$ cat config.mk
export PLATFORM = sky130hd
export DESIGN_NAME = color_dwell_tracker
export DESIGN_NICKNAME = d
export VERILOG_FILES = /design/src/rtl/color_pkg.sv /design/src/rtl/dwell_fifo.sv /design/src/rtl/color_dwell_tracker.sv
export SDC_FILE = /design/constraint.sdc
export NUM_CORES = 1
export LEC_CHECK = 0
export ABC_AREA = 0
export BUFFER_PORTS_ARGS = -buffer_cell sky130_fd_sc_hd__buf_4
export CAP_MARGIN = 15
export CORE_MARGIN = 5
export CORE_UTILIZATION = 35
export CTS_BUF_LIST = sky130_fd_sc_hd__clkbuf_4 sky130_fd_sc_hd__clkbuf_8
export DETAILED_ROUTE_END_ITERATION = 7
export PLACE_DENSITY_LB_ADDON = 0.08
export SYNTH_ARGS = -nofsm -noshare
export SYNTH_HDL_FRONTEND = slang
export SYNTH_SLANG_ARGS = --single-unit
$ cat constraint.sdc
create_clock -name clk -period 2.05 [get_ports clk]
set_input_delay 0 -clock clk [delete_from_list [all_inputs] [get_ports clk]]
set_output_delay 0 -clock clk [all_outputs]
set_load 0.01 [all_outputs]
$ cat src/rtl/color_pkg.sv
// Shared types and constants for the colour dwell tracker.
// Colour codes match the upstream Color FSM output encoding.
package color_pkg;

    localparam logic [1:0] COLOR_BLUE = 2'h1;
    localparam logic [1:0] COLOR_RED  = 2'h2;

    localparam int CNT_WIDTH_DEF = 8;
    localparam int DROP_WIDTH    = 8;

    typedef enum logic {
        IDLE,
        TRACK
    } trk_state_e;

    typedef struct packed {
        logic [1:0]               color;
        logic [CNT_WIDTH_DEF-1:0] count;
    } dwell_rec_t;

    function automatic logic is_legal(input logic [1:0] code);
        return (code == COLOR_BLUE) || (code == COLOR_RED);
    endfunction

endpackage

$ cat src/rtl/dwell_fifo.sv
// Small synchronous record FIFO; a push into a full FIFO is
// accepted when a pop retires the head in the same cycle.
module dwell_fifo #(
    parameter int DEPTH = 2,
    parameter int WIDTH = 10
) (
    input  logic             clk,
    input  logic             rst_n,
    input  logic             push_i,
    input  logic [WIDTH-1:0] data_i,
    input  logic             pop_i,
    output logic [WIDTH-1:0] data_o,
    output logic             full_o,
    output logic             empty_o,
    output logic             accept_o
);

    localparam int AW = (DEPTH > 1) ? $clog2(DEPTH) : 1;

    logic [AW:0]      wr_q, rd_q;
    logic [AW:0]      wr_d, rd_d;
    logic [WIDTH-1:0] mem_q [DEPTH];
    logic             do_pop;
    logic             do_push;

    assign empty_o  = (wr_q == rd_q);
    assign full_o   = (wr_q[AW] != rd_q[AW]) &&
                      (wr_q[AW-1:0] == rd_q[AW-1:0]);
    assign do_pop   = pop_i && !empty_o;
    assign do_push  = push_i && (!full_o || do_pop);
    assign accept_o = do_push;

    assign wr_d = do_push ? wr_q + 1'b1 : wr_q;
    assign rd_d = do_pop  ? rd_q + 1'b1 : rd_q;

    always_ff @(posedge clk or negedge rst_n) begin
        if (!rst_n) begin
            wr_q <= '0;
            rd_q <= '0;
        end else begin
            wr_q <= wr_d;
            rd_q <= rd_d;
        end
    end

    always_ff @(posedge clk) begin
        if (do_push) begin
            mem_q[wr_q[AW-1:0]] <= data_i;
        end
    end

    // Empty storage reads as zero so the consumer never sees stale data.
    assign data_o = empty_o ? '0 : mem_q[rd_q[AW-1:0]];

endmodule

$ cat src/rtl/color_dwell_tracker.sv
// Measures how long each colour code is held and emits a
// {colour, dwell} record on every change or illegal code.
module color_dwell_tracker
    import color_pkg::*;
#(
    parameter int CNT_WIDTH = CNT_WIDTH_DEF,
    parameter int DEPTH     = 2
) (
    input  logic                  clk,
    input  logic                  rst_n,
    input  logic [1:0]            color_in,
    output logic                  rec_valid,
    input  logic                  rec_ready,
    output logic [1:0]            rec_color,
    output logic [CNT_WIDTH-1:0]  rec_count,
    output logic                  illegal_seen,
    output logic                  drop_seen,
    output logic [DROP_WIDTH-1:0] drop_cnt,
    input  logic                  clear
);

    typedef struct packed {
        logic [1:0]           color;
        logic [CNT_WIDTH-1:0] count;
    } rec_t;

    localparam int                  RW       = $bits(rec_t);
    localparam logic [CNT_WIDTH-1:0] CNT_MAX  = '1;
    localparam logic [DROP_WIDTH-1:0] DROP_MAX = '1;

    trk_state_e           state_q;
    logic [1:0]           cur_color_q;
    logic [CNT_WIDTH-1:0] cnt_q;
    logic                 illegal_q;
    logic                 drop_q;
    logic [DROP_WIDTH-1:0] drop_cnt_q;

    logic                 legal;
    logic                 push;
    logic                 illegal_ev;
    logic                 drop_ev;
    logic                 accept;
    logic                 full;
    logic                 empty;
    rec_t                 push_rec;
    rec_t                 head_rec;
    logic [DROP_WIDTH-1:0] drop_cnt_d;

    assign legal      = is_legal(color_in);
    assign push       = (state_q == TRACK) && (color_in != cur_color_q);
    assign illegal_ev = (state_q == TRACK) && !legal;
    assign drop_ev    = push && !accept;

    assign push_rec.color = cur_color_q;
    assign push_rec.count = cnt_q;

    always_comb begin
        drop_cnt_d = drop_cnt_q;
        if (drop_ev) begin
            if (clear) begin
                drop_cnt_d = 8'd1;
            end else if (drop_cnt_q != DROP_MAX) begin
                drop_cnt_d = drop_cnt_q + 1'b1;
            end
        end else if (clear) begin
            drop_cnt_d = '0;
        end
    end

    always_ff @(posedge clk or negedge rst_n) begin
        if (!rst_n) begin
            state_q     <= IDLE;
            cur_color_q <= '0;
            cnt_q       <= '0;
            illegal_q   <= 1'b0;
            drop_q      <= 1'b0;
            drop_cnt_q  <= '0;
        end else begin
            unique case (state_q)
                IDLE: begin
                    if (legal) begin
                        cur_color_q <= color_in;
                        cnt_q       <= 1;
                        state_q     <= TRACK;
                    end
                end
                TRACK: begin
                    if (color_in == cur_color_q) begin
                        if (cnt_q != CNT_MAX) begin
                            cnt_q <= cnt_q + 1'b1;
                        end
                    end else if (legal) begin
                        cur_color_q <= color_in;
                        cnt_q       <= 1;
                    end else begin
                        cnt_q   <= '0;
                        state_q <= IDLE;
                    end
                end
                default: state_q <= IDLE;
            endcase
            // A same-cycle event outranks clear.
            illegal_q  <= illegal_ev | (illegal_q & ~clear);
            drop_q     <= drop_ev | (drop_q & ~clear);
            drop_cnt_q <= drop_cnt_d;
        end
    end

    dwell_fifo #(
        .DEPTH (DEPTH),
        .WIDTH (RW)
    ) u_fifo (
        .clk      (clk),
        .rst_n    (rst_n),
        .push_i   (push),
        .data_i   (push_rec),
        .pop_i    (rec_ready),
        .data_o   (head_rec),
        .full_o   (full),
        .empty_o  (empty),
        .accept_o (accept)
    );

    assign rec_valid    = !empty;
    assign rec_color    = head_rec.color;
    assign rec_count    = head_rec.count;
    assign illegal_seen = illegal_q;
    assign drop_seen    = drop_q;
    assign drop_cnt     = drop_cnt_q;

    logic unused_full;
    assign unused_full = full;

endmodule
### After elaboration in Yosys (flattened, before gate mapping)

Memory sizes are Yosys's and may differ from the RTL's.
Index checks and enable logic that the tools add are counted.

* $add $sub $neg: 4
* $mul: 0
* div/mod/pow operators: 0
* $lt $le $gt $ge: 0
* equality and inequality tests: 12
* shift-type cells: 0
* multiplexer cells: 18
* bitwise logic cells: 6
* reductions and logical operators: 16

Operators with widths (number)
* $mux W8: 7
* $add A8 B1 Y8 const B: 2
* $ne A8 B8 Y1 const B: 2
* $pmux W8 S2: 1
* $mux W10: 1
* $logic_and A1 B1 Y1: 6
* $mux W1: 5
* $add A2 B1 Y2 const B: 2
* $eq A2 B2 Y1: 2
* $logic_not A1 Y1: 4
* $mux W2: 2
* $ne A2 B2 Y1 const B: 2
* $pmux W2 S2: 1
* $reduce_and A2 Y1: 2
* $reduce_bool A2 Y1: 2
* $ne A3 B2 Y1 const B: 1
* $and A1 B1 Y1: 2
* $eq A2 B1 Y1 const B: 1
* $eq A2 B2 Y1 const B: 1
* $logic_or A1 B1 Y1: 2
* $ne A2 B2 Y1: 1
* $not A1 Y1: 2
* $or A1 B1 Y1: 2
* $pmux W1 S2: 1
* 2 further kinds: 2

* register bits: 25
* latch bits: 0
* RAM bits: 20
* ROM bits: 0
* input bits: 6
* output and inout bits: 21
* word-level logic and storage cells: 65
* memories kept: 1

Memory list
* u_fifo.mem_q: depth 2, bits a word 10, read ports 1, clocked after Yosys merged registers in 0, write ports 1, RTL line dwell_fifo.sv:22 `logic [WIDTH-1:0] mem_q [DEPTH];`

### Logic depth before layout (Yosys ltp)

* word-level depth: 9
* gate-level depth with buffers: 7
* mapped depth without buffers: 6

### Cells and area by module

Synthesis repeated with hierarchy kept, for this count alone.

* cell total of the unflattened synthesis: 191
* area, all modules: 2139.6 um2

Modules (own cells, without submodules)
* color_dwell_tracker: times used 1, cells an instance 119, area each 1116.1 um2, seq. area each 525.5 um2
* dwell_fifo: times used 1, cells an instance 72, area each 1023.5 um2, seq. area each 700.7 um2

### Worst setup path after synthesis

No wires, ideal clock.

* kind: register -> register
* start: register cur_color_q[0]
* end: memory u_fifo.mem_q[0][0] (enable)
* setup time: 0.377 ns
* arrival: 1.598 ns
* data required time: 1.673 ns
* path slack: 0.075 ns
* stages on the path, launching flop included: 5
* period minus slack after synthesis: 1.975 ns
* cell sequence: dfrtp_1 > xnor2_1 > a21oi_4 > nor2b_1 > nor2b_1

* cells in the longest elaborated chain, start to end: 5

RTL lines
* start, declared: RTL line color_dwell_tracker.sv:32 `logic [1:0] cur_color_q;`
* start signal, assigned: RTL line color_dwell_tracker.sv:82 `cur_color_q <= color_in;`
* start signal, assigned: RTL line color_dwell_tracker.sv:93 `cur_color_q <= color_in;`
* $ne A2 B2 Y1: RTL line color_dwell_tracker.sv:50 `assign push = (state_q == TRACK) && (color_in != cur_color_q);`
* $logic_and A1 B1 Y1: RTL line color_dwell_tracker.sv:50
* $logic_and A1 B1 Y1: RTL line dwell_fifo.sv:30 `assign do_push = push_i && (!full_o || do_pop);`
* $mux W1: RTL line dwell_fifo.sv:47 `if (do_push) begin`
* $mux W1 (not written as such): RTL line dwell_fifo.sv:48 `mem_q[wr_q[AW-1:0]] <= data_i;`
* end, declared: RTL line dwell_fifo.sv:22

Every way passes these cells.

### Worst setup path after layout

* start: register drop_cnt_q[0] (netlist: drop_cnt[0])
* end: register drop_cnt_q[5] (netlist: drop_cnt[5])

* cells in the longest elaborated chain, start to end: 4
* elaborated cells on any way between the ends: 7
* those cells by class: 1 x add/sub; 1 x eq/ne; 3 x mux; 2 x reduce/logical

RTL lines
* start, declared: RTL line color_dwell_tracker.sv:36 `logic [DROP_WIDTH-1:0] drop_cnt_q;`
* start signal, assigned: RTL line color_dwell_tracker.sv:105 `drop_cnt_q <= drop_cnt_d;`
* $add A8 B1 Y8: RTL line color_dwell_tracker.sv:63 `drop_cnt_d = drop_cnt_q + 1'b1;`
* $mux W8: RTL line color_dwell_tracker.sv:62 `end else if (drop_cnt_q != DROP_MAX) begin`
* $mux W8: RTL line color_dwell_tracker.sv:60 `if (clear) begin`
* $mux W8: RTL line color_dwell_tracker.sv:59 `if (drop_ev) begin`

Several ways; a longest one is shown, not always the timed one. The select of a mux whose other input is x is not followed.
A chain may end at the register's enable or synchronous reset.

==> impl_metrics.py <==
metrics = {
    "status": {
        "status": "finished, final reports clean",
    },
    "grt": {
        "grt_antenna_before_repair": 0,
        "grt_max_degree": 26,
        "grtUsageTotal_pct": 11.51,
        "grt_pass1_vias": 1414,
        "grt_overflow": 0,
        "grt_pass1_wl_mm": 6.775,
    },
    "yosys": {
        "ys_ff_latch": 45,
        "avgSynthCellArea_sq_um": 11.65,
        "synthCells": 175,
        "synthDistinctLibCells": 33,
        "synth_area_sq_um": 2038,
        "yosysSeqAreaShare_pct": 60.16,
        "ys_warn_count": 0,
        "syn_nets": 183,
    },
    "power_and_ir_drop": {
        "power_leakage_nw": 1.030,
        "p_per_area_nw_per_um2": 1231,
        "ir_drop_mv": 0.5787,
    },
    "worst_setup_path": {
        "startpoint_type": "flip-flop",
        "worstPathArrival_ns": 2.11,
        "required_ns": 2.28,
        "cp-end-kind": "flip-flop",
        "path_max_fanout": 9,
        "worstSetupPathType": "flip-flop to flip-flop",
        "reg2reg_depth": 6,
        "r2r_end": "drop_cnt[5]$_DFFE_PN0P_",
        "rr_startpoint": "drop_cnt[0]$_DFFE_PN0P_",
        "r2r_slack_ns": 0.17,
    },
    "detailed_routing": {
        "ant_nets": 0,
        "first_pass_iters": 4,
        "drt_iter0_drc": 62,
        "drt_wl_total_mm": 3.923,
        "vias": 1437,
        "wl_per_cell_um": 13.72,
        "vias_per_cell": 5.024,
        "drc": 0,
    },
    "clocking": {
        "clockRootBuffer": "clkbuf_8",
        "cts_tree": "built",
        "post_cts_buffers": 0,
        "cts_made_buffers": 5,
        "clk_pin_slew_ns": 0.09,
        "cts.path.max_buffers": 2,
        "clkLatencyLatePin_ns": 0.30,
        "htreeDepth": 2,
        "clock-sinks": 45,
    },
    "hold_path": {
        "hold_depth": 3,
        "worstHoldPathType": "input port to flip-flop",
        "holdPathEnd": "state_q$_DFF_PN0_",
        "min_from": "color_in[1]",
    },
    "sta": {
        "timing.final.max_slew_violations": 0,
        "slew-limit-headroom_pct": 73.01,
        "setup_ws_ns": 0.1683,
        "grt_setup_unrepaired": "false",
        "finalSetupViolCount": 0,
        "hold_viol": 0,
        "period_share_pct": 91.79,
        "clock.fmax_mhz": 531.4,
        "fin_skew_ns": 0.005459,
        "min_period_ns": 1.882,
        "holdWs_ns": 0.04151,
        "worstMarginPinSlew_ns": 0.4019,
        "finalSetupTns_ns": 0,
    },
    "floorplanning": {
        "io_pins": 27,
        "die_y_um": 86.31,
        "dieArea_sq_um": 7449,
        "initial_utilization_pct": 36.57,
        "die_w_um": 86.31,
        "core-area_sq_um": 5574,
        "rows": 27,
    },
    "final_layout": {
        "design_area_sq_um": 2487,
        "final_nets": 221,
        "drive_gt1_share_pct": 20.56,
        "layout.cells.non_filler": 286,
        "syn_to_final_growth_pct": 22.04,
        "antenna_cells": 0,
    },
    "placement": {
        "preCtsSetupSlack_ns": 0.1206,
        "placedCellCount": 273,
        "dp_hpwl_mm": 2.867,
        "gp_congestion": 0.8220,
        "io_buffer_count": 26,
        "placed_area_sq_um": 2342,
    },
    "flow_run": {
        "maxCapViolations": 0,
    },
}
layout by cell type (no fill, tap or decap), drive strengths merged, types with 7 or more instances in the layout:
cell type  instances
xnor2              7
inv                9
nor2              15
buf               31
nand3             11
dfrtp             25
a21oi             15
mux2i             11
nand2             13
edfxtp            20
sequential cells by signal, indices dropped and copies added, names as in the netlist:
| name | flops |
|---|---|
| cnt_q | 8 |
| u_fifo.wr_q | 2 |
| illegal_seen | 1 |
| cur_color_q | 2 |
| state_q | 1 |
| drop_cnt | 8 |
| u_fifo.rd_q | 2 |
| u_fifo.mem_q | 20 |
| drop_seen | 1 |
per-layer routing:
metal	track usage [%]	share of wire, %	vias to the layer above
met4	3.541	1.2	0
met2	18.29	48	26
li1	-	-	710
met5	0	0	-
met3	3.422	4.2	4
met1	15.16	46	697
power breakdown:
group	switching, mW	internal [mW]	leakage (nW)
Combinational	0.657	0.577	0.472
Sequential	0.111	1.16	0.513
Clock	0.318	0.242	0.0445
Yosys cell counts:
cell | count | area [sq um]
dfrtp_1 | 25 | 625.6
edfxtp_1 | 20 | 600.6
nor2_1 | 15 | 56.30
a21oi_1 | 14 | 70.07
nand2_1 | 13 | 48.80
mux2i_1 | 11 | 110.1
nand3_1 | 10 | 50.05
inv_1 | 8 | 30.03
xnor2_1 | 7 | 61.31
o21ai_0 | 6 | 30.03
and3_1 | 5 | 31.28
clkbuf_1 | 5 | 18.77
nand4_1 | 4 | 25.02
o31ai_1 | 4 | 30.03
xor2_1 | 4 | 35.03
nor2b_1 | 3 | 18.77
a32o_1 | 2 | 20.02
and2_1 | 2 | 12.51
ha_1 | 2 | 25.02
or4_1 | 2 | 15.01
a211oi_1 | 1 | 7.510
a21oi_4 | 1 | 16.27
a31oi_1 | 1 | 6.260
a41oi_1 | 1 | 8.760
and4_1 | 1 | 8.760
maj3_1 | 1 | 10.01
nand3_4 | 1 | 17.52
nand3b_1 | 1 | 7.510
nor3_1 | 1 | 5.000
nor3_4 | 1 | 16.27
o211ai_1 | 1 | 7.510
or2_2 | 1 | 6.260
or3_1 | 1 | 6.260
metrics by stage:
step	power (mW)	utilization [%]
after floorplan	2.004	-
after global placement	2.530	42.02
after detailed placement	2.553	42.02
after CTS	3.120	44.53
after global routing	3.288	44.62
final	3.063	44.62
critical path: stages, from the launching register on:
cell and delay, ns:
dfrtp_1 0.44, ha_1 0.23, and3_1 0.21, nand3_2 0.12
nand3_4 0.13, or4_1 0.53, a21oi_1 0.15
cell type report:
type,instances,area [sq um]
clock buffer,5,68.82
clock inverter,3,21.27
fill,548,3087
inverter,8,30.03
multi-input combinational,117,768.2
sequential,45,1226
tap,72,90.09
timing repair buffer,36,282.8
what timing repair did:
| item | 4_1_cts | 5_1_grt |
|---|---|---|
| hold endpoints to repair | 37 | 0 |
| hold buffers | 5 | 0 |
| resized for setup | 0 | 1 |
| setup endpoints to repair | 0 | 1 |
cells by family after synthesis:
group                      share of synthesized area, %
adders and majority gates                         1.719
muxes                                             5.402
and+or+nand+nor                                   15.96
xor gates and xnor gates                          4.727
DFF                                               60.16
buffers and inverters                             2.394
AOI/OAI and AO/OA                                 9.639
worst max path at each step:
| stage | start | to | slack [ns] |
|---|---|---|---|
| final | drop_cnt[0]$_DFFE_PN0P_ | drop_cnt[5]$_DFFE_PN0P_ | 0.17 |
| after detailed placement | drop_cnt[0]$_DFFE_PN0P_ | drop_cnt[5]$_DFFE_PN0P_ | 0.12 |
| after global routing | drop_cnt[0]$_DFFE_PN0P_ | drop_cnt[5]$_DFFE_PN0P_ | 0.06 |
| after floorplan | cur_color_q[0]$_DFFE_PN0P_ | u_fifo.mem_q[0][0]$_DFFE_PP_ | 0.07 |
| after global placement | drop_cnt[0]$_DFFE_PN0P_ | drop_cnt[7]$_DFFE_PN0P_ | 0.20 |
| after CTS | drop_cnt[0]$_DFFE_PN0P_ | drop_cnt[5]$_DFFE_PN0P_ | 0.09 |
Note: power is estimated with default switching activity, not from simulation.
